--- src/rtl/mixer_pkg.sv ---
// mixer_pkg: shared constants, FSM state type and restoring-divide step for the note mixer
package mixer_pkg;
   localparam int NUM_NOTES = 13;
   localparam int NOTE_W = 8;
   localparam int SAMPLE_DIV = 227;
   localparam int ACC_W = 12;
   localparam int CNT_W = 4;
   typedef enum logic [2:0] {IDLE, SUM, DIV, DIV_WAIT, OUT} mix_state_t;
   function automatic logic [CNT_W+ACC_W-1:0] div_step(input logic [CNT_W-1:0] rem,
                                                      input logic [ACC_W-1:0] q,
                                                      input logic [CNT_W-1:0] d);
      logic [CNT_W:0] r;
      r = {rem, q[ACC_W-1]};
      return (r >= {1'b0, d}) ? {CNT_W'(r - {1'b0, d}), q[ACC_W-2:0], 1'b1}
                              : {r[CNT_W-1:0], q[ACC_W-2:0], 1'b0};
   endfunction
endpackage

--- src/rtl/seq_divider.sv ---
// seq_divider: restoring divider, one quotient bit per cycle, done pulses ACC_W cycles after start
module seq_divider
   import mixer_pkg::*;
(
   input  logic             clk,
   input  logic             rst,
   input  logic             start,
   input  logic [ACC_W-1:0] dividend,
   input  logic [CNT_W-1:0] divisor,
   output logic [ACC_W-1:0] quotient,
   output logic             done
);
   logic [CNT_W-1:0] rem, d;
   logic [3:0]       n;
   always_ff @(posedge clk) begin
      if (rst) begin
         rem      <= '0;
         d        <= '0;
         n        <= '0;
         quotient <= '0;
         done     <= 1'b0;
      end else if (start) begin
         {rem, quotient} <= div_step('0, dividend, divisor);
         d               <= divisor;
         n               <= 4'(ACC_W - 1);
         done            <= 1'b0;
      end else begin
         if (n != 4'd0) {rem, quotient} <= div_step(rem, quotient, d);
         n    <= (n != 4'd0) ? n - 4'd1 : n;
         done <= n == 4'd1;
      end
   end
endmodule

--- src/rtl/mix_sequencer.sv ---
// mix_sequencer: per-sample snapshot, serial sum and active-note count, shared divider for the average
module mix_sequencer #(
   parameter int NUM_NOTES  = mixer_pkg::NUM_NOTES,
   parameter int NOTE_W     = mixer_pkg::NOTE_W,
   parameter int SAMPLE_DIV = mixer_pkg::SAMPLE_DIV
) (
   input  logic                        clk,
   input  logic                        rst,
   input  logic                        en,
   input  logic [NUM_NOTES*NOTE_W-1:0] notes,
   output logic                        sample_tick,
   output logic [NOTE_W-1:0]           mixed_sample,
   output logic                        sample_valid,
   output logic                        busy,
   output logic                        overrun
);
   import mixer_pkg::*;
   localparam int TW = $clog2(SAMPLE_DIV);
   mix_state_t                  state;
   logic [TW-1:0]               tick_cnt;
   logic [NUM_NOTES*NOTE_W-1:0] snap;
   logic [ACC_W-1:0]            acc, quotient;
   logic [CNT_W-1:0]            cnt, idx;
   logic [NOTE_W-1:0]           cur;
   logic                        start, done;
   assign sample_tick = en && tick_cnt == TW'(SAMPLE_DIV - 1);
   assign busy        = state != IDLE;
   assign cur         = snap[idx*NOTE_W +: NOTE_W];
   assign start       = state == DIV && cnt != '0;
   always_ff @(posedge clk) begin
      if (rst) tick_cnt <= '0;
      else if (en) tick_cnt <= (tick_cnt == TW'(SAMPLE_DIV - 1)) ? '0 : tick_cnt + 1'b1;
   end
   always_ff @(posedge clk) begin
      if (rst) begin
         state        <= IDLE;
         snap         <= '0;
         acc          <= '0;
         cnt          <= '0;
         idx          <= '0;
         mixed_sample <= '0;
         sample_valid <= 1'b0;
         overrun      <= 1'b0;
      end else begin
         sample_valid <= 1'b0;
         if (sample_tick && state != IDLE) overrun <= 1'b1;
         case (state)
            IDLE: if (sample_tick) begin
               snap  <= notes;
               acc   <= '0;
               cnt   <= '0;
               idx   <= '0;
               state <= SUM;
            end
            SUM: begin
               acc   <= acc + ACC_W'(cur);
               cnt   <= cnt + CNT_W'(cur != '0);
               idx   <= idx + 1'b1;
               state <= (idx == CNT_W'(NUM_NOTES - 1)) ? DIV : SUM;
            end
            DIV: if (cnt == '0) begin
               mixed_sample <= '0;
               sample_valid <= 1'b1;
               state        <= OUT;
            end else state <= DIV_WAIT;
            DIV_WAIT: if (done) begin
               mixed_sample <= quotient[NOTE_W-1:0];
               sample_valid <= 1'b1;
               state        <= OUT;
            end
            default: state <= IDLE;
         endcase
      end
   end
   seq_divider u_div (
      .clk      (clk),
      .rst      (rst),
      .start    (start),
      .dividend (acc),
      .divisor  (cnt),
      .quotient (quotient),
      .done     (done)
   );
endmodule

--- config.mk ---
export PLATFORM = sky130hd
export DESIGN_NAME = mix_sequencer
export DESIGN_NICKNAME = d
export VERILOG_FILES = /design/src/rtl/mixer_pkg.sv /design/src/rtl/seq_divider.sv /design/src/rtl/mix_sequencer.sv
export SDC_FILE = /design/constraint.sdc
export NUM_CORES = 1
export LEC_CHECK = 0
export CAP_MARGIN = 20
export CORE_ASPECT_RATIO = 0.75
export CORE_MARGIN = 1.5
export CORE_UTILIZATION = 25
export DETAILED_ROUTE_END_ITERATION = 12
export MAX_ROUTING_LAYER = met4
export PLACE_DENSITY_LB_ADDON = 0.2
export SLEW_MARGIN = 20
export SYNTH_ARGS = -nofsm -noshare
export SYNTH_HDL_FRONTEND = slang
export SYNTH_SLANG_ARGS = --single-unit
--- constraint.sdc ---
create_clock -name clk -period 6 [get_ports clk]
set_input_delay 1.2 -clock clk [delete_from_list [all_inputs] [get_ports clk]]
set_output_delay 1.2 -clock clk [all_outputs]
set_load 0.03 [all_outputs]
## After elaboration in Yosys (flattened, before gate mapping)

Cells that the tools add are included.

- Flip-flop bits (word level): 170
- Bits of input ports: 107
- Output and inout port bits: 12
- Word-level logic and storage cells: 76

- Shift-type cells: 1
- Add/sub/neg operators: 7
- $lt $le $gt $ge: 2
- Multiplexer cells: 25
- Equality and inequality tests: 9
- Reductions and logical operators: 17

Operators with widths:

| kind | number |
|---|---|
| 104-bit by 8-bit indexed part select with 8-bit output | 1 |
| 12-bit two-way mux | 3 |
| 16-bit two-way mux | 2 |
| 8-bit two-way mux | 3 |
| 12-bit case mux with 2 select lines | 1 |
| 4-bit two-way mux | 5 |
| 4-bit case mux with 2 select lines | 2 |
| 8-bit case mux with 2 select lines | 1 |
| 12-bit by 8-bit adder with 12-bit output | 1 |
| 3-bit case mux with 4 select lines | 1 |
| 3-bit two-way mux | 3 |
| 8-bit by 1-bit adder with 8-bit output (second input constant) | 1 |
| 8-bit == test (second input constant) | 1 |
| 4-bit nonzero test | 2 |
| 8-bit nonzero test | 1 |
| 3-bit by 2-bit == test with 1-bit output (second input constant) | 2 |
| 2-bit AND reduction | 3 |
| 2-bit nonzero test | 3 |
| 5-bit by 4-bit >= comparator with 1-bit output | 1 |
| 4-bit by 1-bit adder with 4-bit output | 1 |
| 4-bit by 1-bit adder with 4-bit output (second input constant) | 1 |
| 4-bit by 1-bit == test with 1-bit output (second input constant) | 1 |
| 4-bit == test (second input constant) | 1 |
| 1-bit by 4-bit >= comparator with 1-bit output | 1 |
| other kinds (15) | 19 |

## Logic depth before layout (Yosys ltp)

- Depth in word-level cells: 4
- Mapped depth: 16
- Mapped depth without buffers: 12

## Cells and area by module

Synthesis repeated with hierarchy kept, for this count alone.

- Cell total of the unflattened synthesis: 932
- Area total of the unflattened synthesis: 7,786.2 µm²

By module, submodules not included:

| module | cells an instance | times used | area an instance (µm²) | sequential area each (µm²) |
|---|---|---|---|---|
| mix_sequencer | 779 | 1 | 6,438.7 | 2,902.8 |
| seq_divider | 153 | 1 | 1,347.5 | 500.5 |

## Least setup slack after synthesis

OpenSTA, ideal clock, no wires.

- Path kind: input to output
- Start point: input port en
- End point: output port sample_tick
- Arrival time: 2.483 ns
- Path slack: 2.317 ns
- Stages: 2
- Data required time: 4.800 ns
- Buffers on the path: 0
- Path through: nand2b_1 nor4_1

- Word-level cells in the longest chain between the ends: 1

Ends and longest elaborated chain:

| what | line | RTL |
|---|---|---|
| start: declaration | mix_sequencer.sv:9 | `input logic en,` |
| 1-bit logical AND | mix_sequencer.sv:26 | `assign sample_tick = en && tick_cnt == TW'(SAMPLE_DIV - 1);` |
| end: declaration | mix_sequencer.sv:11 | `output logic sample_tick,` |

Every way passes these cells.

## Worst setup path in the final report

Same ends and word-level chain as after synthesis.

==> flow_summary.json <==
{
  "detailed_place_hpwl_mm": 15.75,
  "timing.max_slew.rel_slack": 0.3211,
  "ys_seq_elements": 170,
  "cp.required_ns": 4.80,
  "synth-async-reset-ratio": 0,
  "status": "finished, final reports clean",
  "vias_in_the_first_global_route": 6412,
  "clock_insertion_delay_worst_skew_ns": 0.43,
  "final_cell_count_no_fill": 1423,
  "post-cts-setup-buffers": 0,
  "critical_path.most_common_cell": "clkdlybuf4s50_1",
  "r2r_cells": 11,
  "power_per_cell_area_nw_per_um2": 238.5,
  "grt_setup_unrepaired": "false",
  "ys_seq_area_frac": 0.4382,
  "post-place-cells": 1391,
  "clock_transition_at_the_registers_of_the_reported_paths_ns": 0.06,
  "report.final.hold_viol_count": 0,
  "clock.fmax_ghz": 0.2230,
  "drc": 0,
  "final_layout_size_suffix_gt1_frac": 0.07227,
  "power.total_mw": 2.344,
  "grt_first_pass_wirelength_mm": 35.28,
  "antenna_violating_nets_post_route": 0,
  "yosys-mux-area-fraction": 0.09135,
  "yosys-top-cells-area": "dfxtp_1 44%, nand2_1 12%, a21oi_1 9.7%",
  "fin_setup_tns_ns": 0,
  "grt_start_max_net_pins": 88,
  "synth_top_area_share": 0.4382,
  "post_placement_cell_area_sq_um": 9234,
  "port_buffers": 118,
  "final.period_utilization": 0.7473,
  "initial_core_util": 0.2559,
  "timing.hold.worst.class": "flip-flop to flip-flop",
  "synth_adder_area_share": 0.03738,
  "row_count": 55,
  "synth_commonest_cells": "239 x nand2_1, 170 x dfxtp_1, 150 x a21oi_1",
  "globalRoute.totalOverflow": 0,
  "number_of_buffers_inserted_during_clock_tree_synthesis": 17,
  "mapped_area_sq_um": 7766,
  "clock_sink_count": 170,
  "groute.layer.met2.usage": 0.2024,
  "postLayoutCoreUtil": 0.3238,
  "place.gp.congestion": 0.8000,
  "regToRegSetupSlack_ns": 1.94,
  "post_synth.cell_area_avg_sq_um": 8.306,
  "startpoint": "en",
  "maxcap_violations": 0,
  "die_boundary_width_microns": 206.5,
  "drtPass1Iterations": 4,
  "regToRegStartpoint": "idx[0]$_SDFFE_PP0P_",
  "critical_path.top_delay_family": "buffers and inverters",
  "timing.critical_path.fanout_max": 7,
  "fp.dieArea_sq_um": 32140,
  "floorplan.core_area_sq_um": 30350,
  "critical_path.startpoint_type": "input pin",
  "nNetsFinal": 1140,
  "ys.warnings.count": 0,
  "die_height_microns": 155.6,
  "synth_enable_flop_cells": 0,
  "crit_arrival_ns": 3.28,
  "syn_nets": 1064,
  "synth_flop_cell": "dfxtp_1",
  "dr.first_iter.drc_count": 445,
  "cts_max_level": 4,
  "root_buffer_cell": "clkbuf_16",
  "layout_min_cycle_time_ns": 4.484,
  "yosys.cell_types.count": 56,
  "dr_total_vias": 6662,
  "io-pin-count": 119,
  "layout.cell_area.non_filler_sq_um": 9827,
  "timing.critical_path.slowest_stage_cell": "clkdlybuf4s50_1",
  "cp_num_buf_inv": 2,
  "grtUsageMet3": 0.02820,
  "end_kind": "output port",
  "fin_worst_hold_slack_ns": 0.4517,
  "worstHoldStart": "snap[77]$_SDFFE_PP0P_",
  "grt_antenna_before_repair": 0,
  "most_common_cell_in_the_synthesized_netlist": "nand2_1",
  "cts_buffer_depth": 2,
  "power.ir.vdd_worst_mv": 0.2071,
  "dp_worst_setup_slack_ns": 1.470,
  "ctsHoldBuffers": 0,
  "final-setup-viol-count": 0,
  "syn_inst": 935,
  "worst_r2r_endpoint": "cnt[2]$_SDFFE_PP0P_",
  "grtUsageMet1": 0.2139,
  "tightest_slew_ns": 1.018,
  "groute.usage.overall": 0.1458,
  "leading_area_contributor_after_synthesis": "dfxtp_1",
  "timing.critical_path.cells": "clkdlybuf4s50_1, nand2b_1, nor4_2, clkdlybuf4s50_1",
  "detail_route.wl_per_cell_microns": 15.74,
  "synth_simple_gate_area_share": 0.2025,
  "yosys.area_share.xor_xnor": 0.01466,
  "timing.final.ws_setup_ns": 1.516,
  "cts_tree": "yes",
  "largest_family_of_logic_cells_by_synthesized_area": "simple AND/OR/NAND/NOR gates",
  "antenna_diode_instance_count": 0,
  "count_of_cell_instances_traversed_by_the_critical_path": 4,
  "via_density": 4.682,
  "grt_busiest_layer": "met1",
  "area_growth_syn_to_layout_pct": 26.53,
  "cts_resized": 0,
  "total_leakage_power_nw": 3.387,
  "drt-total-wl_mm": 22.39,
  "compound_gate_fraction_of_synth_area": 0.1701,
  "final_max_tran_viols": 0,
  "crit_end": "sample_tick",
  "worstSetupPathType": "input pin to output port",
  "final.setup_skew_ns": 0.01099,
  "critical_path.max_stage_delay_ns": 0.79
}
==> worst reg2reg max path: stages (launching register included) <==
cell,delay (ns)
dfxtp_2,0.93
buf_4,0.34
mux4_2,0.56
a211oi_2,0.23
a21oi_1,0.08
or4_1,0.56
or4_1,0.57
ha_1,0.24
ha_1,0.18
nand2_1,0.07
or2_2,0.12
a21oi_1,0.06
==> state kept, by name (all words and copies together) (netlist names) <==
register        flops
u_div.d             4
u_div.done          1
acc                12
u_div.rem           4
cnt                 4
mixed_sample        8
tick_cnt            8
snap              104
overrun             1
u_div.quotient     12
idx                 4
sample_valid        1
state               3
u_div.n             4
==> cell type report <==
cell class / count / area [sq um]
fillers: 3165 / 20520
multi-input cells: 680 / 4035
flip-flops and latches: 170 / 3405
repair buffers: 125 / 1231
well taps: 399 / 499.2
clock buffers: 19 / 452.9
clock inverters: 13 / 140.1
inverters: 17 / 63.81
==> where the power goes <==
part           leakage (nW)  switching [mW]  total, mW  internal, mW
sequential             1.37         0.00205       1.13          1.13
combinational          1.74          0.0357     0.0998        0.0640
clock                 0.283           0.474       1.11         0.639
==> metal layers <==
metal  up-vias  share of wire  wire length, microns
li1       3377              -                     -
met1      3159           0.53                 11910
met2       113           0.42                  9486
met3        13          0.035                   783
met4         0         0.0095                   212
met5         -              0                     0
==> cell usage in the layout, fill, tap and decap left out, drive strengths merged, types with 6 or more instances in the layout <==
cell type / synthesis / layout
nand2: 239 / 239
dfxtp: 170 / 170
a21oi: 150 / 150
clkdlybuf4s50: 0 / 117
nor2: 55 / 55
nand3: 21 / 21
inv: 17 / 21
ha: 20 / 20
a211oi: 20 / 20
mux4: 20 / 20
o21ai: 19 / 19
clkbuf: 53 / 19
mux2i: 18 / 18
nand4: 10 / 10
nor3: 10 / 10
a22oi: 9 / 9
xor2: 8 / 8
buf: 15 / 8
o22ai: 7 / 7
and2: 6 / 6
nand2b: 6 / 6
==> kinds of logic (layout without fill, tap and decap cells) <==
kind of cell | after synthesis | in the layout
multiplexers | 43 | 43
buffers and inverters | 85 | 174
adder cells (fa/ha/maj) | 22 | 22
XOR/XNOR | 13 | 13
AND/OR/NAND/NOR | 373 | 373
AO/OA/AOI/OAI | 229 | 229
flip-flops | 170 | 170
==> how the worst min path moves through the flow <==
| stage | to | cells past startpoint |
|---|---|---|
| 6_report | snap[77]$_SDFFE_PP0P_ | 2 |
| 3_3_place_gp | snap[90]$_SDFFE_PP0P_ | 2 |
| 3_5_place_dp | snap[95]$_SDFFE_PP0P_ | 2 |
| 4_1_cts | snap[83]$_SDFFE_PP0P_ | 2 |
| 2_1_floorplan | snap[15]$_SDFFE_PP0P_ | 2 |
| 5_1_grt | snap[38]$_SDFFE_PP0P_ | 2 |
No activity file was read; power rests on OpenSTA's default activity.
